`config.mk`:
```
export PLATFORM = sky130hd
export DESIGN_NAME = setting_input_controller_flat
export DESIGN_NICKNAME = d
export VERILOG_FILES = /design/src/rtl/setting_pkg.sv /design/src/rtl/setting_input_controller_if.sv /design/src/rtl/button_conditioner.sv /design/src/rtl/setting_input_controller.sv /design/src/flat_wrapper.sv
export SDC_FILE = /design/constraint.sdc
export NUM_CORES = 1
export LEC_CHECK = 0
export CORE_MARGIN = 2
export CORE_UTILIZATION = 50
export DETAILED_ROUTE_END_ITERATION = 6
export GPL_TIMING_DRIVEN = 0
export PLACE_DENSITY = 0.71
export REMOVE_ABC_BUFFERS = 1
export SLEW_MARGIN = 10
export SYNTH_ARGS = -nofsm -noshare
export SYNTH_HDL_FRONTEND = slang
export SYNTH_SLANG_ARGS = --single-unit
export TNS_END_PERCENT = 10
```
`constraint.sdc`:
```
create_clock -name clk -period 1.5 [get_ports clk]
set_input_delay 0.3 -clock clk [delete_from_list [all_inputs] [get_ports clk]]
set_output_delay 0.3 -clock clk [all_outputs]
set_load 0.01 [all_outputs]
```
`src/rtl/setting_pkg.sv`:
```
// Shared definitions for the front-panel settings block.
// Holds the field width, default ranges, the field index enum and helpers
// mapping a field to its up/down bit in the 6-bit button vector.
package setting_pkg;

  localparam int unsigned SETTING_W  = 3;
  localparam int unsigned NUM_FIELDS = 3;
  localparam int unsigned NUM_BTNS   = 2 * NUM_FIELDS;

  localparam int unsigned VOL_MIN_DEF   = 1;
  localparam int unsigned VOL_MAX_DEF   = 5;
  localparam int unsigned VOL_INIT_DEF  = 3;
  localparam int unsigned OCT_MIN_DEF   = 1;
  localparam int unsigned OCT_MAX_DEF   = 3;
  localparam int unsigned OCT_INIT_DEF  = 2;
  localparam int unsigned LOOP_MIN_DEF  = 1;
  localparam int unsigned LOOP_MAX_DEF  = 7;
  localparam int unsigned LOOP_INIT_DEF = 4;

  typedef logic [SETTING_W-1:0] setting_t;

  typedef enum logic [1:0] {
    FIELD_VOL  = 2'd0,
    FIELD_OCT  = 2'd1,
    FIELD_LOOP = 2'd2
  } field_e;

  // Button vector layout: bit 2*field is "up", bit 2*field+1 is "down".
  function automatic int unsigned btn_up_idx(field_e f);
    return {29'd0, f, 1'b0};
  endfunction

  function automatic int unsigned btn_dn_idx(field_e f);
    return {29'd0, f, 1'b1};
  endfunction

endpackage

```
`src/rtl/setting_input_controller_if.sv`:
```
// Settings/display bus: raw front-panel buttons in, registered settings out.
// master : the settings producer (buttons are inputs, settings are outputs)
// slave  : the consumer/panel side (drives buttons, reads settings)
interface setting_input_controller_if;
  import setting_pkg::*;

  logic     btn_vol_up;
  logic     btn_vol_down;
  logic     btn_oct_up;
  logic     btn_oct_down;
  logic     btn_loop_up;
  logic     btn_loop_down;
  setting_t volume;
  setting_t octave;
  setting_t loop_width;
  logic     setting_changed;

  modport master (
    input  btn_vol_up, btn_vol_down, btn_oct_up, btn_oct_down, btn_loop_up, btn_loop_down,
    output volume, octave, loop_width, setting_changed
  );

  modport slave (
    output btn_vol_up, btn_vol_down, btn_oct_up, btn_oct_down, btn_loop_up, btn_loop_down,
    input  volume, octave, loop_width, setting_changed
  );

endinterface

```
`src/rtl/button_conditioner.sv`:
```
// Per-button conditioner: 2-flop synchronizer, debounce, one-pulse press.
// Optional auto-repeat while held, enabled by SETTING_AUTO_REPEAT_EN.
// Ports:
//   clk       system clock
//   rst       synchronous active-high reset
//   btn_raw_i raw button level, asynchronous to clk
//   press_o   one-cycle press pulse (plus repeat pulses when enabled)
module button_conditioner #(
  parameter int unsigned DEBOUNCE_CYCLES = 16
`ifdef SETTING_AUTO_REPEAT_EN
  ,
  parameter int unsigned REPEAT_DELAY    = 2000,
  parameter int unsigned REPEAT_PERIOD   = 500
`endif
) (
  input  logic clk,
  input  logic rst,
  input  logic btn_raw_i,
  output logic press_o
);

  localparam int unsigned   CntW    = $clog2(DEBOUNCE_CYCLES);
  localparam logic [CntW-1:0] CntLast = CntW'(DEBOUNCE_CYCLES - 1);

  logic            sync1_q, sync2_q;
  logic [1:0]      prime_q, prime_d;
  logic            stable_q, stable_d;
  logic [CntW-1:0] cnt_q, cnt_d;
  logic [CntW-1:0] arm_cnt_q, arm_cnt_d;
  logic            armed_q, armed_d;
  logic            press_q, press_d;
  logic            flip;
  logic            rise;

  always_comb begin
    // prime_q marks when sync2_q holds a real post-reset sample.
    prime_d  = {prime_q[0], 1'b1};
    flip     = 1'b0;
    stable_d = stable_q;
    cnt_d    = '0;
    if (sync2_q != stable_q) begin
      if (cnt_q == CntLast) begin
        flip     = 1'b1;
        stable_d = sync2_q;
      end else begin
        cnt_d = cnt_q + 1'b1;
      end
    end

    // A button held through reset must be seen released before it may fire:
    // arm on an accepted release, or on a debounced-length run of real lows.
    armed_d   = armed_q;
    arm_cnt_d = '0;
    if (!armed_q) begin
      if (flip && stable_q) begin
        armed_d = 1'b1;
      end else if (prime_q[1] && !sync2_q && !stable_q) begin
        if (arm_cnt_q == CntLast) begin
          armed_d = 1'b1;
        end else begin
          arm_cnt_d = arm_cnt_q + 1'b1;
        end
      end
    end

    rise = flip & ~stable_q & armed_q;
  end

`ifdef SETTING_AUTO_REPEAT_EN
  localparam int unsigned     RepW      = (REPEAT_DELAY > 1) ? $clog2(REPEAT_DELAY) : 1;
  localparam logic [RepW-1:0] RepLast   = RepW'(REPEAT_DELAY - 1);
  // Reloading to DELAY-PERIOD makes later repeats land every PERIOD cycles.
  localparam logic [RepW-1:0] RepReload = RepW'(REPEAT_DELAY - REPEAT_PERIOD);

  logic [RepW-1:0] rep_cnt_q, rep_cnt_d;
  logic            rep_fire;

  always_comb begin
    rep_fire  = 1'b0;
    rep_cnt_d = '0;
    if (stable_q && armed_q) begin
      if (rep_cnt_q == RepLast) begin
        rep_fire  = 1'b1;
        rep_cnt_d = RepReload;
      end else begin
        rep_cnt_d = rep_cnt_q + 1'b1;
      end
    end
  end

  always_ff @(posedge clk) begin
    if (rst) begin
      rep_cnt_q <= '0;
    end else begin
      rep_cnt_q <= rep_cnt_d;
    end
  end

  assign press_d = rise | rep_fire;
`else
  assign press_d = rise;
`endif

  always_ff @(posedge clk) begin
    if (rst) begin
      sync1_q   <= 1'b0;
      sync2_q   <= 1'b0;
      prime_q   <= '0;
      stable_q  <= 1'b0;
      cnt_q     <= '0;
      arm_cnt_q <= '0;
      armed_q   <= 1'b0;
      press_q   <= 1'b0;
    end else begin
      sync1_q   <= btn_raw_i;
      sync2_q   <= sync1_q;
      prime_q   <= prime_d;
      stable_q  <= stable_d;
      cnt_q     <= cnt_d;
      arm_cnt_q <= arm_cnt_d;
      armed_q   <= armed_d;
      press_q   <= press_d;
    end
  end

  assign press_o = press_q;

endmodule

```
`src/rtl/setting_input_controller.sv`:
```
// Front-panel input block: conditions six push-buttons and maintains the
// saturating volume / octave / loop_width settings.
// Optional auto-repeat on held buttons: define SETTING_AUTO_REPEAT_EN.
// Ports:
//   clk  system clock
//   rst  synchronous active-high reset
//   bus  settings interface (master): raw buttons in; volume, octave,
//        loop_width and the setting_changed pulse out
module setting_input_controller import setting_pkg::*; #(
  parameter int unsigned DEBOUNCE_CYCLES = 16,
  parameter int unsigned VOL_MIN         = VOL_MIN_DEF,
  parameter int unsigned VOL_MAX         = VOL_MAX_DEF,
  parameter int unsigned VOL_INIT        = VOL_INIT_DEF,
  parameter int unsigned OCT_MIN         = OCT_MIN_DEF,
  parameter int unsigned OCT_MAX         = OCT_MAX_DEF,
  parameter int unsigned OCT_INIT        = OCT_INIT_DEF,
  parameter int unsigned LOOP_MIN        = LOOP_MIN_DEF,
  parameter int unsigned LOOP_MAX        = LOOP_MAX_DEF,
  parameter int unsigned LOOP_INIT       = LOOP_INIT_DEF,
  parameter int unsigned REPEAT_DELAY    = 2000,
  parameter int unsigned REPEAT_PERIOD   = 500
) (
  input logic                         clk,
  input logic                         rst,
  setting_input_controller_if.master  bus
);

  // Elaboration-time legality checks.
  if (DEBOUNCE_CYCLES < 2) begin : g_bad_debounce
    $error("DEBOUNCE_CYCLES must be at least 2");
  end
  if (!(VOL_MIN <= VOL_INIT && VOL_INIT <= VOL_MAX && VOL_MAX <= 7)) begin : g_bad_vol
    $error("volume range must satisfy MIN <= INIT <= MAX <= 7");
  end
  if (!(OCT_MIN <= OCT_INIT && OCT_INIT <= OCT_MAX && OCT_MAX <= 7)) begin : g_bad_oct
    $error("octave range must satisfy MIN <= INIT <= MAX <= 7");
  end
  if (!(LOOP_MIN <= LOOP_INIT && LOOP_INIT <= LOOP_MAX && LOOP_MAX <= 7)) begin : g_bad_loop
    $error("loop_width range must satisfy MIN <= INIT <= MAX <= 7");
  end
  if (REPEAT_PERIOD == 0 || REPEAT_DELAY < REPEAT_PERIOD) begin : g_bad_repeat
    $error("auto-repeat requires 1 <= REPEAT_PERIOD <= REPEAT_DELAY");
  end

  typedef logic [NUM_FIELDS-1:0][SETTING_W-1:0] field_vec_t;

  localparam field_vec_t FieldMin  = {setting_t'(LOOP_MIN), setting_t'(OCT_MIN),
                                      setting_t'(VOL_MIN)};
  localparam field_vec_t FieldMax  = {setting_t'(LOOP_MAX), setting_t'(OCT_MAX),
                                      setting_t'(VOL_MAX)};
  localparam field_vec_t FieldInit = {setting_t'(LOOP_INIT), setting_t'(OCT_INIT),
                                      setting_t'(VOL_INIT)};

  logic [NUM_BTNS-1:0] btn_raw;
  logic [NUM_BTNS-1:0] press;
  field_vec_t          val_q, val_d;
  logic                chg_pend_q, chg_pend_d;
  logic                setting_changed_q, setting_changed_d;

  assign btn_raw = {bus.btn_loop_down, bus.btn_loop_up,
                    bus.btn_oct_down,  bus.btn_oct_up,
                    bus.btn_vol_down,  bus.btn_vol_up};

  for (genvar b = 0; b < NUM_BTNS; b++) begin : g_btn
    button_conditioner #(
      .DEBOUNCE_CYCLES (DEBOUNCE_CYCLES)
`ifdef SETTING_AUTO_REPEAT_EN
      ,
      .REPEAT_DELAY    (REPEAT_DELAY),
      .REPEAT_PERIOD   (REPEAT_PERIOD)
`endif
    ) u_cond (
      .clk       (clk),
      .rst       (rst),
      .btn_raw_i (btn_raw[b]),
      .press_o   (press[b])
    );
  end

  // Saturating up/down per field; opposing pulses in one cycle cancel.
  for (genvar f = 0; f < NUM_FIELDS; f++) begin : g_field
    localparam int unsigned UpIdx = btn_up_idx(field_e'(f));
    localparam int unsigned DnIdx = btn_dn_idx(field_e'(f));
    logic inc, dec;

    assign inc = press[UpIdx] & ~press[DnIdx] & (val_q[f] < FieldMax[f]);
    assign dec = press[DnIdx] & ~press[UpIdx] & (val_q[f] > FieldMin[f]);
    assign val_d[f] = inc ? val_q[f] + 3'd1 :
                      dec ? val_q[f] - 3'd1 : val_q[f];
  end

  // The pulse trails the visible setting update by one cycle.
  always_comb begin
    chg_pend_d        = (val_d != val_q);
    setting_changed_d = chg_pend_q;
  end

  always_ff @(posedge clk) begin
    if (rst) begin
      val_q             <= FieldInit;
      chg_pend_q        <= 1'b0;
      setting_changed_q <= 1'b0;
    end else begin
      val_q             <= val_d;
      chg_pend_q        <= chg_pend_d;
      setting_changed_q <= setting_changed_d;
    end
  end

  assign bus.volume          = val_q[FIELD_VOL];
  assign bus.octave          = val_q[FIELD_OCT];
  assign bus.loop_width      = val_q[FIELD_LOOP];
  assign bus.setting_changed = setting_changed_q;

endmodule

```
`src/flat_wrapper.sv`:
```
// flat-port wrapper written by rule: the top's interface ports become plain ports
module setting_input_controller_flat import setting_pkg::*;
#(
  parameter int unsigned DEBOUNCE_CYCLES = 16,
  parameter int unsigned VOL_MIN         = VOL_MIN_DEF,
  parameter int unsigned VOL_MAX         = VOL_MAX_DEF,
  parameter int unsigned VOL_INIT        = VOL_INIT_DEF,
  parameter int unsigned OCT_MIN         = OCT_MIN_DEF,
  parameter int unsigned OCT_MAX         = OCT_MAX_DEF,
  parameter int unsigned OCT_INIT        = OCT_INIT_DEF,
  parameter int unsigned LOOP_MIN        = LOOP_MIN_DEF,
  parameter int unsigned LOOP_MAX        = LOOP_MAX_DEF,
  parameter int unsigned LOOP_INIT       = LOOP_INIT_DEF,
  parameter int unsigned REPEAT_DELAY    = 2000,
  parameter int unsigned REPEAT_PERIOD   = 500
)
  (clk, rst, bus_btn_vol_up, bus_btn_vol_down, bus_btn_oct_up, bus_btn_oct_down, bus_btn_loop_up, bus_btn_loop_down, bus_volume, bus_octave, bus_loop_width, bus_setting_changed);
  setting_input_controller_if bus_i ();
  input logic clk;
  input logic rst;
  input wire logic [$bits(bus_i.btn_vol_up)-1:0] bus_btn_vol_up;
  input wire logic [$bits(bus_i.btn_vol_down)-1:0] bus_btn_vol_down;
  input wire logic [$bits(bus_i.btn_oct_up)-1:0] bus_btn_oct_up;
  input wire logic [$bits(bus_i.btn_oct_down)-1:0] bus_btn_oct_down;
  input wire logic [$bits(bus_i.btn_loop_up)-1:0] bus_btn_loop_up;
  input wire logic [$bits(bus_i.btn_loop_down)-1:0] bus_btn_loop_down;
  output wire logic [$bits(bus_i.volume)-1:0] bus_volume;
  output wire logic [$bits(bus_i.octave)-1:0] bus_octave;
  output wire logic [$bits(bus_i.loop_width)-1:0] bus_loop_width;
  output wire logic [$bits(bus_i.setting_changed)-1:0] bus_setting_changed;
  assign bus_i.btn_vol_up = bus_btn_vol_up;
  assign bus_i.btn_vol_down = bus_btn_vol_down;
  assign bus_i.btn_oct_up = bus_btn_oct_up;
  assign bus_i.btn_oct_down = bus_btn_oct_down;
  assign bus_i.btn_loop_up = bus_btn_loop_up;
  assign bus_i.btn_loop_down = bus_btn_loop_down;
  assign bus_volume = bus_i.volume;
  assign bus_octave = bus_i.octave;
  assign bus_loop_width = bus_i.loop_width;
  assign bus_setting_changed = bus_i.setting_changed;
  setting_input_controller #(.DEBOUNCE_CYCLES(DEBOUNCE_CYCLES), .VOL_MIN(VOL_MIN), .VOL_MAX(VOL_MAX), .VOL_INIT(VOL_INIT), .OCT_MIN(OCT_MIN), .OCT_MAX(OCT_MAX), .OCT_INIT(OCT_INIT), .LOOP_MIN(LOOP_MIN), .LOOP_MAX(LOOP_MAX), .LOOP_INIT(LOOP_INIT), .REPEAT_DELAY(REPEAT_DELAY), .REPEAT_PERIOD(REPEAT_PERIOD)) u_core (.clk(clk), .rst(rst), .bus(bus_i));
endmodule
```
==> results.ini <==
[routing]
vias_per_cell = 5.04
drt_first_pass_iters = 4
wl_per_cell_um = 11.8
ant_nets = 0
vias = 2536
routed_wl_um = 5930
first_iter_violations = 58
drcViolationCount = 0

[synth]
synth.avg_cell_area_um2 = 9.82
ys.warnings.count = 0
ys_types = 44
synthFlopType = dfxtp_1
synth_edf_count = 0
syn_inst = 376
ys_seq_area_share_pct = 49.3
ys_ff_latch = 91
synthArstFlopShare_pct = 0
syn_area_mm2 = 0.00369

[floorplanning]
die_w_um = 89.9
die_area_mm2 = 0.00809
die-height_um = 89.9
start_util_pct = 51.2
coreArea_mm2 = 0.00721
std_cell_rows = 31
pin_count = 18

[setup_path]
end_kind = register
crit_fanout = 6
worst_ep_required_time_ns = 1.74
critPathArrivalTime_ns = 1.73
path_buf_inv = 1
cp_slowest_stage_delay_ns = 0.37
setup.worst_path.class = register to register
worst_setup_path_start_kind = register
critPathTopFamily = compound AO/OA/AOI/OAI gates
cp_slowest_cell = dfxtp_4
cp_cell_sequence = inv_1 -> ha_1 -> o21bai_1 -> a21oi_2 -> a22oi_2 -> mux2_1

[placed_design]
place_inst = 488
post-dp-hpwl_um = 3960
routabilityCongestion = 0.764
portBuffers = 17

[power_and_ir_drop]
p_leak_nw = 1.66
power_density_mw_per_mm2 = 1040
ir_drop_mv = 0.519

[timing]
min_period_over_period_pct = 99.8
worst_slew_pin_slew_ns = 0.457
slew_viol_final = 0
finalClockSkew_ns = 0.00856
rsz0062_at_grt = true
slew_headroom_pct = 69.5
report.final.setup_viol = 0
min_period_ns = 1.50
hold_viol = 0
max_freq_ghz = 0.668

[status]
outcome = complete, no violations

[hold_path]
hold_class = primary input to register

[global_route]
grt_max_degree = 28
antenna_found_initial = 0
grt_overflow = 0
grt_pass1_vias = 2459
grt_util_all_layers_pct = 16.0
grt_pass1_wl_um = 10500

[clock_network]
clock-sinks = 91
cts_root_buf = clkbuf_8
h-tree-depth = 3
cts_buffer_depth = 2
cts_tree = done
clk_latency_ns = 0.35
cts-hold-fix-buffers = 0
cts_buffers = 9
clk_pin_slew_ns = 0.08

[flow_run]
cap_violations = 0

[finish]
drive_above_1_share_pct = 11.4
final_cell_mix = dfxtp_1, nor2_1, ha_1
final_net_count = 429
layout_commonest_cell = dfxtp_1
synthToLayoutAreaGrowth_pct = 14.8
diodes = 0
fin_util_pct = 58.7
final_cells = 503

-- worst paths after layout --
check                                                               start                                   endpoint  slack (ns)  cells after the start
worst max-delay path                      u_core.bus.volume[1]$_SDFF_PP1_            u_core.bus.volume[2]$_SDFF_PP0_       0.003                      6
worst max register to register            u_core.bus.volume[1]$_SDFF_PP1_            u_core.bus.volume[2]$_SDFF_PP0_       0.003                      6
worst min-delay path                                                  rst  u_core.g_btn[2].u_cond.sync1_q$_SDFF_PP0_        0.33                      2
worst min register to register  u_core.g_btn[0].u_cond.sync1_q$_SDFF_PP0_  u_core.g_btn[0].u_cond.sync2_q$_SDFF_PP0_        0.44                      1
-- stage by stage --
step / hold WS (ns) / power (mW) / worst slack, ns / area [µm²] / TNS (ns)
floorplan: 0.369 / 2.61 / -0.0691 / 3670 / -0.0691
global placement: 0.417 / 2.67 / -1.73 / 3970 / -102.82
detailed placement: 0.422 / 2.69 / -0.429 / 3990 / -8.54
CTS: 0.311 / 4.46 / -0.0208 / 4220 / -0.0225
global route: 0.319 / 4.58 / -0.0920 / 4240 / -0.167
finish: 0.327 / 4.40 / 0.00337 / 4240 / 0
-- power breakdown --
group / leakage [nW] / internal [mW] / switching (mW)
sequential: 0.739 / 2.44 / 0.0358
combinational: 0.809 / 0.0715 / 0.0698
clock: 0.109 / 1.01 / 0.767
total: 1.66 / 3.53 / 0.872
-- state kept, by name, indices dropped and copies added (netlist names) --
signal                         count
u_core.bus.loop_width              3
u_core.bus.octave                  3
u_core.g_btn.u_cond.armed_q        6
u_core.g_btn.u_cond.sync2_q        6
u_core.g_btn.u_cond.arm_cnt_q     24
u_core.g_btn.u_cond.cnt_q         24
u_core.g_btn.u_cond.sync1_q        6
u_core.g_btn.u_cond.stable_q       6
u_core.g_btn.u_cond.press_o        6
u_core.bus.volume                  3
u_core.g_btn.u_cond.prime_q        2
u_core.bus.setting_changed         1
u_core.chg_pend_q                  1
-- cell type report --
| class | count | area, µm² |
|---|---|---|
| tap | 99 | 124 |
| timing repair buffer | 19 | 194 |
| clock inverter | 2 | 60.1 |
| fill | 638 | 2980 |
| clock buffer | 12 | 155 |
| inverter | 17 | 63.8 |
| multi-input combinational | 263 | 1800 |
| sequential | 91 | 1840 |
-- timing repair --
action                     4_1_cts  5_1_grt
pin swaps                        1        3
setup endpoints to repair       23        8
buffers inserted                 0        1
gates resized for setup         23        4
-- synthesized netlist by cell type, types with 2 or more instances --
library cell | number | area, µm²
nand3_1 | 16 | 80.1
clkbuf_1 | 2 | 7.51
nor3_2 | 4 | 40.0
xnor2_1 | 17 | 149
nand2_1 | 9 | 33.8
ha_1 | 20 | 250
a311oi_1 | 4 | 35.0
and3_1 | 9 | 56.3
mux2i_1 | 9 | 90.1
nor3b_2 | 5 | 62.6
nor2_1 | 65 | 244
a21oi_1 | 16 | 80.1
a22oi_1 | 2 | 15.0
inv_1 | 16 | 60.1
dfxtp_1 | 91 | 1820
nor2b_1 | 17 | 106
a211o_1 | 2 | 17.5
a211oi_1 | 2 | 15.0
nor4b_1 | 2 | 17.5
nor3_1 | 6 | 30.0
xor2_1 | 8 | 70.1
o21ai_0 | 7 | 35.0
nor3b_1 | 6 | 45.0
buf_1 | 2 | 7.51
nand4b_1 | 10 | 87.6
or4_4 | 6 | 67.6
nand2b_1 | 6 | 37.5
-- layer usage --
metal  part of all wire (%)  GRT usage [%]  routed length, µm
met5                      0              0                  0
met4                    1.9           9.62                112
met3                    2.1           3.02                124
met2                     47           26.9               2780
met1                     49           18.9               2910
-- cells by family after synthesis --
kind of cell | synth area share, %
multiplexers | 2.74
flip-flops | 49.3
AO/OA/AOI/OAI | 7.42
AND/OR/NAND/NOR | 25.5
adder cells (fa/ha/maj) | 6.78
XOR/XNOR | 5.93
buffers and inverters | 2.27
(Power assumes the default switching activity.)
